## config.mk

```make
export PLATFORM = sky130hd
export DESIGN_NAME = alu_control_md
export DESIGN_NICKNAME = d
export VERILOG_FILES = /design/src/rtl/alu_ctrl_pkg.sv /design/src/rtl/alu_control_md_seq.sv /design/src/rtl/alu_control_md.sv
export SDC_FILE = /design/constraint.sdc
export NUM_CORES = 1
export LEC_CHECK = 0
export BUFFER_PORTS_ARGS = -buffer_cell sky130_fd_sc_hd__clkbuf_2
export CAP_MARGIN = 25
export CELL_PAD_IN_SITES_DETAIL_PLACEMENT = 2
export CELL_PAD_IN_SITES_GLOBAL_PLACEMENT = 2
export CORE_MARGIN = 5
export CORE_UTILIZATION = 25
export DETAILED_ROUTE_END_ITERATION = 12
export PLACE_DENSITY = 0.85
export SKIP_LAST_GASP = 1
export SYNTH_ARGS = -nofsm -noshare
export SYNTH_HDL_FRONTEND = slang
export SYNTH_SLANG_ARGS = --single-unit
```

## constraint.sdc

```tcl
create_clock -name clk -period 1.24 [get_ports clk]
set_input_delay 0 -clock clk [delete_from_list [all_inputs] [get_ports clk]]
set_output_delay 0 -clock clk [all_outputs]
set_load 0.005 [all_outputs]
```

## src/rtl/alu_ctrl_pkg.sv

```systemverilog
// alu_ctrl_pkg: shared encodings and FSM state type for the ALU control decoder.
package alu_ctrl_pkg;
  localparam logic [3:0] ALU_ADD  = 4'b0000;
  localparam logic [3:0] ALU_SUB  = 4'b0001;
  localparam logic [3:0] ALU_AND  = 4'b0010;
  localparam logic [3:0] ALU_OR   = 4'b0011;
  localparam logic [3:0] ALU_XOR  = 4'b0100;
  localparam logic [3:0] ALU_LUI  = 4'b0101;
  localparam logic [3:0] ALU_SRL  = 4'b0110;
  localparam logic [3:0] ALU_SLL  = 4'b0111;
  localparam logic [3:0] ALU_SRA  = 4'b1000;
  localparam logic [3:0] ALU_SLT  = 4'b1001;
  localparam logic [3:0] ALU_SLTU = 4'b1010;
  localparam logic [2:0] OP_R     = 3'b000;
  localparam logic [2:0] OP_I     = 3'b001;
  localparam logic [2:0] OP_LS    = 3'b010;
  localparam logic [2:0] OP_BR    = 3'b011;
  localparam logic [2:0] OP_LUI   = 3'b100;
  localparam logic [2:0] OP_AUIPC = 3'b101;
  localparam logic [6:0] F7_BASE  = 7'b0000000;
  localparam logic [6:0] F7_ALT   = 7'b0100000;
  localparam logic [6:0] F7_M     = 7'b0000001;
  localparam int CNT_W = 6;
  typedef enum logic [1:0] {S_IDLE, S_RUN, S_DONE} md_state_e;
  // alt selects SUB at funct3 000 and SRA at 101; callers gate where alt is legal
  function automatic logic [3:0] f3_to_alu(input logic [2:0] f3, input logic alt);
    case (f3)
      3'b000:  return alt ? ALU_SUB : ALU_ADD;
      3'b001:  return ALU_SLL;
      3'b010:  return ALU_SLT;
      3'b011:  return ALU_SLTU;
      3'b100:  return ALU_XOR;
      3'b101:  return alt ? ALU_SRA : ALU_SRL;
      3'b110:  return ALU_OR;
      default: return ALU_AND;
    endcase
  endfunction
endpackage

```

## src/rtl/alu_control_md_seq.sv

```systemverilog
// md_sequencer: start/stall/result-select sequencing for the iterative mul/div unit.
module md_sequencer
  import alu_ctrl_pkg::*;
#(
  parameter int MUL_LAT = 4,
  parameter int DIV_LAT = 33
) (
  input  logic       clk,
  input  logic       reset,
  input  logic       i_mop,
  input  logic [2:0] i_funct3,
  output logic       o_start,
  output logic       o_stall,
  output logic       o_result_sel,
  output logic [2:0] o_md_op
);
  if (MUL_LAT < 1 || MUL_LAT > 64 || DIV_LAT < 1 || DIV_LAT > 64) begin : g_bad_lat
    $error("md_sequencer: MUL_LAT/DIV_LAT must be within 1..64");
  end
  md_state_e r_state, w_next;
  logic [CNT_W-1:0] r_cnt, w_lat_m1;
  logic [2:0] r_md_op;
  logic w_go;
  // a start is suppressed while reset is held so an aborted op cannot re-launch in the same cycle
  always_comb begin
    w_lat_m1     = i_funct3[2] ? CNT_W'(DIV_LAT - 1) : CNT_W'(MUL_LAT - 1);
    w_go         = (r_state == S_IDLE) & i_mop & ~reset;
    w_next       = r_state == S_IDLE ? (w_go ? (w_lat_m1 == '0 ? S_DONE : S_RUN) : S_IDLE) :
                   r_state == S_RUN  ? (r_cnt == CNT_W'(1) ? S_DONE : S_RUN) : S_IDLE;
    o_start      = w_go;
    o_stall      = w_go | (r_state == S_RUN);
    o_result_sel = r_state == S_DONE;
    o_md_op      = r_md_op;
  end
  always_ff @(posedge clk) begin
    if (reset) begin
      r_state <= S_IDLE;
      r_cnt   <= '0;
      r_md_op <= '0;
    end else begin
      r_state <= w_next;
      if (w_go) begin
        r_cnt   <= w_lat_m1;
        r_md_op <= i_funct3;
      end else if (r_state == S_RUN) begin
        r_cnt <= r_cnt - CNT_W'(1);
      end
    end
  end
endmodule

```

## src/rtl/alu_control_md.sv

```systemverilog
// alu_control_md: combinational ALU operation decoder with a multi-cycle RV32M sequencer.
module alu_control_md
  import alu_ctrl_pkg::*;
#(
  parameter int MUL_LAT  = 4,
  parameter int DIV_LAT  = 33,
  parameter bit ENABLE_M = 1'b1
) (
  input  logic       clk,
  input  logic       reset,
  input  logic       valid_i,
  input  logic [6:0] funct7_i,
  input  logic [2:0] ALU_Op_i,
  input  logic [2:0] funct3_i,
  output logic [3:0] ALU_Operation_o,
  output logic       md_start_o,
  output logic [2:0] md_op_o,
  output logic       stall_o,
  output logic       result_sel_o,
  output logic       illegal_o
);
  logic w_base, w_alt, w_m_en, w_shift_r, w_i_ok, w_mop;
  always_comb begin
    w_base          = funct7_i == F7_BASE;
    w_alt           = funct7_i == F7_ALT;
    w_m_en          = (funct7_i == F7_M) & ENABLE_M;
    w_shift_r       = funct3_i == 3'b101;
    w_i_ok          = funct3_i == 3'b001 ? w_base : w_shift_r ? (w_base | w_alt) : 1'b1;
    w_mop           = valid_i & (ALU_Op_i == OP_R) & w_m_en;
    ALU_Operation_o = ALU_ADD;
    illegal_o       = 1'b0;
    case (ALU_Op_i)
      OP_R: begin
        // M encodings leave the ALU on ADD; the mul/div result is selected at write-back
        if (w_base) ALU_Operation_o = f3_to_alu(funct3_i, 1'b0);
        else if (w_alt && (funct3_i == 3'b000 || w_shift_r)) ALU_Operation_o = f3_to_alu(funct3_i, 1'b1);
        else if (!w_m_en) illegal_o = 1'b1;
      end
      OP_I: begin
        if (w_i_ok) ALU_Operation_o = f3_to_alu(funct3_i, w_shift_r & w_alt);
        else illegal_o = 1'b1;
      end
      OP_LS, OP_AUIPC: ALU_Operation_o = ALU_ADD;
      OP_BR:           ALU_Operation_o = ALU_SUB;
      OP_LUI:          ALU_Operation_o = ALU_LUI;
      default:         illegal_o = 1'b1;
    endcase
  end
  md_sequencer #(
    .MUL_LAT(MUL_LAT),
    .DIV_LAT(DIV_LAT)
  ) u_seq (
    .clk         (clk),
    .reset       (reset),
    .i_mop       (w_mop),
    .i_funct3    (funct3_i),
    .o_start     (md_start_o),
    .o_stall     (stall_o),
    .o_result_sel(result_sel_o),
    .o_md_op     (md_op_o)
  );
endmodule

```

[Yosys cells after proc, flatten, opt, wreduce, memory -nomap -nowiden]
Cells that the tools add are included.
W data, S select, Z words.
Storage, ports and cells
  register bits: 11
  output and inout bits: 11
Cells by class
  add/sub/neg operators: 1
  equality and inequality tests: 16
  mux-type cells: 24
  bitwise operators: 8
  reductions and logical operators: 9
Operator list (count)
  $pmux W4 S7: 3
  $mux W6: 3
  $mux W4: 4
  $pmux W4 S4: 1
  $eq A3 B3 Y1 const B: 5
  $eq A3 B2 Y1 const B: 4
  $mux W2: 5
  $eq A7 B1 Y1 const B: 1
  $eq A7 B6 Y1 const B: 1
  $logic_not A7 Y1: 1
  $mux W1: 7
  $eq A3 B1 Y1 const B: 2
  $eq A6 B1 Y1 const B: 1
  $logic_not A3 Y1: 2
  $logic_not A6 Y1: 1
  $sub A6 B1 Y6 const B: 1
  $and A1 B1 Y1: 5
  $reduce_or A4 Y1: 1
  $pmux W1 S3: 1
  $eq A2 B1 Y1 const B: 1
  $eq A2 B2 Y1 const B: 1
  $logic_not A2 Y1: 1
  $or A1 B1 Y1: 2
  $reduce_bool A2 Y1: 1
  3 further kinds: 3

[Logic depth before layout (Yosys ltp)]
  word-level depth: 7
  mapped depth: 6
  mapped depth without buffers: 6

[By module]
Synthesis repeated with hierarchy kept, for this count alone.
Unflattened totals
  cell total of the unflattened synthesis: 104
  area total of the unflattened synthesis: 813.3 sq um
Modules (own cells, without submodules)
  md_sequencer: times used 1, cells each 54, area an instance 503.0 sq um
  alu_control_md: times used 1, cells each 50, area an instance 310.3 sq um

[Worst setup path after synthesis]
OpenSTA, ideal clock, no wires.
  path type: reg2reg
  from: register u_seq.r_state[0]
  to: register u_seq.r_cnt[1]
  arrival: 1.154 ns
  path slack: -0.037 ns
  cell stages (with the launch flop): 5
  path buffers: 0
  clock period less this slack: 1.277 ns
  cell sequence: dfxtp_1 -> nor4_2 -> nand4_2 -> a41oi_1 -> o21ai_1
On the way
  cells in the longest elaborated chain, start to end: 4
Ends and longest elaborated chain
  start: declaration: line alu_control_md_seq.sv:20  | md_state_e r_state, w_next;
  start signal: assignment: line alu_control_md_seq.sv:41  | r_state <= w_next;
  $logic_not A2 Y1: line alu_control_md_seq.sv:27  | w_go = (r_state == S_IDLE) & i_mop & ~reset;
  $and A1 B1 Y1 (2 in a row): line alu_control_md_seq.sv:27
  $mux W6 / $reduce_bool A2 Y1 (equally long branches)
  end signal: assignment: line alu_control_md_seq.sv:43  | r_cnt <= w_lat_m1;
  end signal: assignment: line alu_control_md_seq.sv:46  | r_cnt <= r_cnt - CNT_W'(1);
  end: declaration: line alu_control_md_seq.sv:21  | logic [CNT_W-1:0] r_cnt, w_lat_m1;
Several ways; a longest one is shown, not always the timed one.
A chain may end at the register's enable or synchronous reset.

[Worst setup path in the final report]
  from: register u_seq.r_state[0]
  to: output md_start_o
On the way
  cells in the longest elaborated chain, start to end: 3
Ends and longest elaborated chain
  $logic_not A2 Y1: line alu_control_md_seq.sv:27
  $and A1 B1 Y1 (2 in a row): line alu_control_md_seq.sv:27
  end: declaration: line alu_control_md.sv:16  | output logic md_start_o,
Every way passes these cells.

==> results by group <==
Clock network
  • Root buffer cell: clkbuf_4
  • H-tree levels: 1
  • Skew-Pair Late Insertion Delay: 0.29 ns
  • CTS clk-pin slew, worst paths: 0.08 ns
  • CTS Buffer Depth: 2
  • Clk sinks: 11
  • CTS Hold Buffers Added: 0
  • CTS tree: done
  • Total CTS buffers: 3

Layout
  • Area grow syn2layout: 68.0%
  • Commonest non-fill, non-tap cell in the layout: buf_4
  • Layout fillers: 409
  • Layout cell share with drive strength beyond 1: roughly 55%
  • Commonest non-fill, non-tap cells in the layout: buf_4, clkbuf_2, buf_6
  • Antenna fix cells: 0
  • Final net count: 176
  • Fin area: about 1400 um2
  • Post-Layout Cell Count: 203

Setup path
  • Crit Path Category: flip-flop to output pin
  • Worst stage delay on the critical path: roughly 0.37 ns
  • Req. time, crit path: about 1.2 ns
  • Crit. path cell count: 5
  • Worst path slowest cell: dfxtp_4
  • Arrival time worst endpoint: around 1.4 ns
  • Critical-path cell list: nor4b_4 > buf_4 > nand4_1 > inv_1 > buf_2
  • CP top delay family: flip-flops
  • CP Capture Type: output pin
  • Crit-path max FO: 3
  • Worst R2R Path Depth: 6
  • CP Buf/Inv Count: 3
  • Setup crit start kind: flip-flop

Timing
  • Post-layout min period: about 1.4 ns
  • RSZ-0062 raised after global routing: true
  • Peak Freq: approximately 0.74 GHz
  • Fin. Hold Viols: 0
  • Crit share post-route: 110%
  • Final worst slack: -0.119 ns
  • Max Slew Vio Count: 0
  • Endpoints failing setup: 12
  • Slew margin rel.: between 70% and 80%
  • Worst Skew: 0.0102 ns
  • Slew @ Worst Pin: ~0.38 ns

Global route
  • Vias in the first global route: 1,098
  • Initial antenna violation count: 0
  • Global-route wire length before repair: 5.38 mm
  • Largest net degree at the start of global routing: 12
  • Gr ovfl total: 0
  • GRT Total Usage: 15.5%

Logic synthesis
  • Simple-Gate Fraction of Synth Area: 35.2%
  • Largest family of logic cells by synthesized area: simple AND/OR/NAND/NOR gates
  • Largest area contributor in the netlist: dfxtp_1
  • Synth Area in Compound Gates: 17.4%
  • Ys async rst share: 0%
  • Number of flops mapped to enable cells by yosys: 0
  • Mapped Nets: around 130
  • Synth Area in XOR/XNOR: approximately 7.1%
  • Synth warnings: 0
  • Post-Synth Adder-Cell Area: 2.91%
  • Synthesized instance count: between 100 and 150
  • Mapped Avg Cell Area: 8.05 um2
  • Synth Register Bits: 11
  • Synth Flop Type: dfxtp_1
  • Post-synth top area share: between 20% and 30%
  • Mapped cell area: 861 um2
  • Mux cell area share after synthesis: under 10%
  • Top cells by area, synth: dfxtp_1, xnor2_1, nor3_1
  • Netlist cell types: 44
  • Sequential-to-total area share from yosys stat: about a quarter

Pwr
  • P_leak: a little over 0.6 nW
  • Flop pwr share: approximately two fifths
  • Net Sw Frac: approximately a third
  • Worst vdd ir: roughly 0.00036 V
  • Clk pwr share: between 30 and 40%
  • Net Sw Power: ~0.26 mW
  • Cell Pwr Density: ~570 nW/um2
  • Combinational share of power: 25.6%
  • Final Power: 0.826 mW
  • Internal power component: around 0.57 mW

Routing
  • DR top layer: met4
  • M1 WL: roughly 1.3 mm
  • Routed vias: roughly 1,000
  • Antenna Nets Post-Route: 0
  • WL/cell: between 15 and 20 um
  • WL met2: between 2 and 2.5 mm
  • Drt pass-1 iters: 4
  • # DRC: 0
  • Wire length on met3: approximately 110 um
  • DR iter-0 viols: 37
  • Vias per cell: between 5 and 6
  • Routed WL: ~3.6 mm

Floorplan
  • Area of the core: 3340 um2
  • # rows: 21
  • Overall die height: between 60 and 70 um
  • I/O Pins: 27
  • Die span in x: just under 70 um
  • Die Area: roughly 4700 um2
  • Initial Utilization: 25.8%

Placement
  • Hpwl dp: 2.55 mm
  • IO buf count: 26
  • Cell Area, Placed: between 1000 and 1500 um2
  • Placed Cells: 189
  • Gpl congestion: slightly below 0.8

Hold path
  • Worst min-delay path category: primary input to flip-flop
  • Worst Hold Depth: 3

Run
  • Max cap viols: 0

Outcome
  • Status: complete, but fails checks
  • Failing checks: negative setup slack
-- area by class of cell --
cell class | count | area [um2] | share of cell area [%]
inverters | 8 | 30.0 | 2.08
well taps | 46 | 57.6 | 3.98
clock buffers | 4 | 26.3 | 1.82
multi-input cells | 81 | 712 | 49.2
repair buffers | 53 | 389 | 26.9
flip-flops and latches | 11 | 231 | 16.0
-- state kept, by name, summed over array words and instances (netlist names) --
signal,cells
u_seq.r_state,2
u_seq.o_md_op,3
u_seq.r_cnt,6
-- synth_stat cells (all sizes together), types with 4 or more instances --
library cell / instances
nand2: 7
o21ai: 4
dfxtp: 11
inv: 8
xnor2: 5
buf: 5
nor3: 11
nand2b: 4
nor2: 8
-- worst register-to-register path: cells and delay by family (launching register included) --
kind	cells	cell delay, ns
simple gates	2	0.40
flops	1	0.37
buf+inv	2	0.29
compound gates	2	0.19
-- cells by family (layout without fill, tap and decap cells) --
group	after synthesis	in the layout
compound gates	21	21
fa+ha+maj	2	2
simple gates	48	48
mux	3	3
flops	11	11
xor+xnor	7	7
buf+inv	15	65
-- stage by stage --
stage,TNS (ns),utilization [%],setup WS (ns),hold WS [ns]
after floorplan,0,-,0.0225,0.0786
after global placement,-0.00595,34.2,-0.00595,0.392
after detailed placement,-0.505,34.2,-0.111,0.394
after CTS,-0.983,40.2,-0.135,0.127
after global routing,-1.82,43.3,-0.199,0.179
final,-0.895,43.3,-0.119,0.121
-- per-layer routing --
layer  track usage [%]  vias up
li1                  -      491
met1              16.3      507
met2              30.8       19
met3              1.78        6
met4              5.96        0
met5                 0        -
-- power groups by stage --
stage	Sequential [mW]	Clock, mW	Combinational, mW
global route	0.347	0.286	0.230
global placement	0.362	0	0.160
CTS	0.347	0.267	0.187
floorplan	0.362	0	0.0863
finish	0.347	0.268	0.211
detailed placement	0.362	0	0.169
-- what timing repair did --
action	4_1_cts	5_1_grt
setup endpoints to repair	14	15
setup buffers	7	3
resized for setup	28	26
pin swaps	12	10
-- worst paths after layout --
path	slack, ns	to	from
max reg2reg	-0.11	u_seq.r_cnt[1]$_SDFFE_PP0P_	u_seq.r_state[0]$_SDFF_PP0_
max	-0.12	md_start_o	u_seq.r_state[0]$_SDFF_PP0_
min reg2reg	0.51	u_seq.o_md_op[1]$_SDFFE_PP0P_	u_seq.o_md_op[1]$_SDFFE_PP0P_
min	0.12	u_seq.o_md_op[1]$_SDFFE_PP0P_	funct3_i[1]
Note: power is estimated with default switching activity, not from simulation.
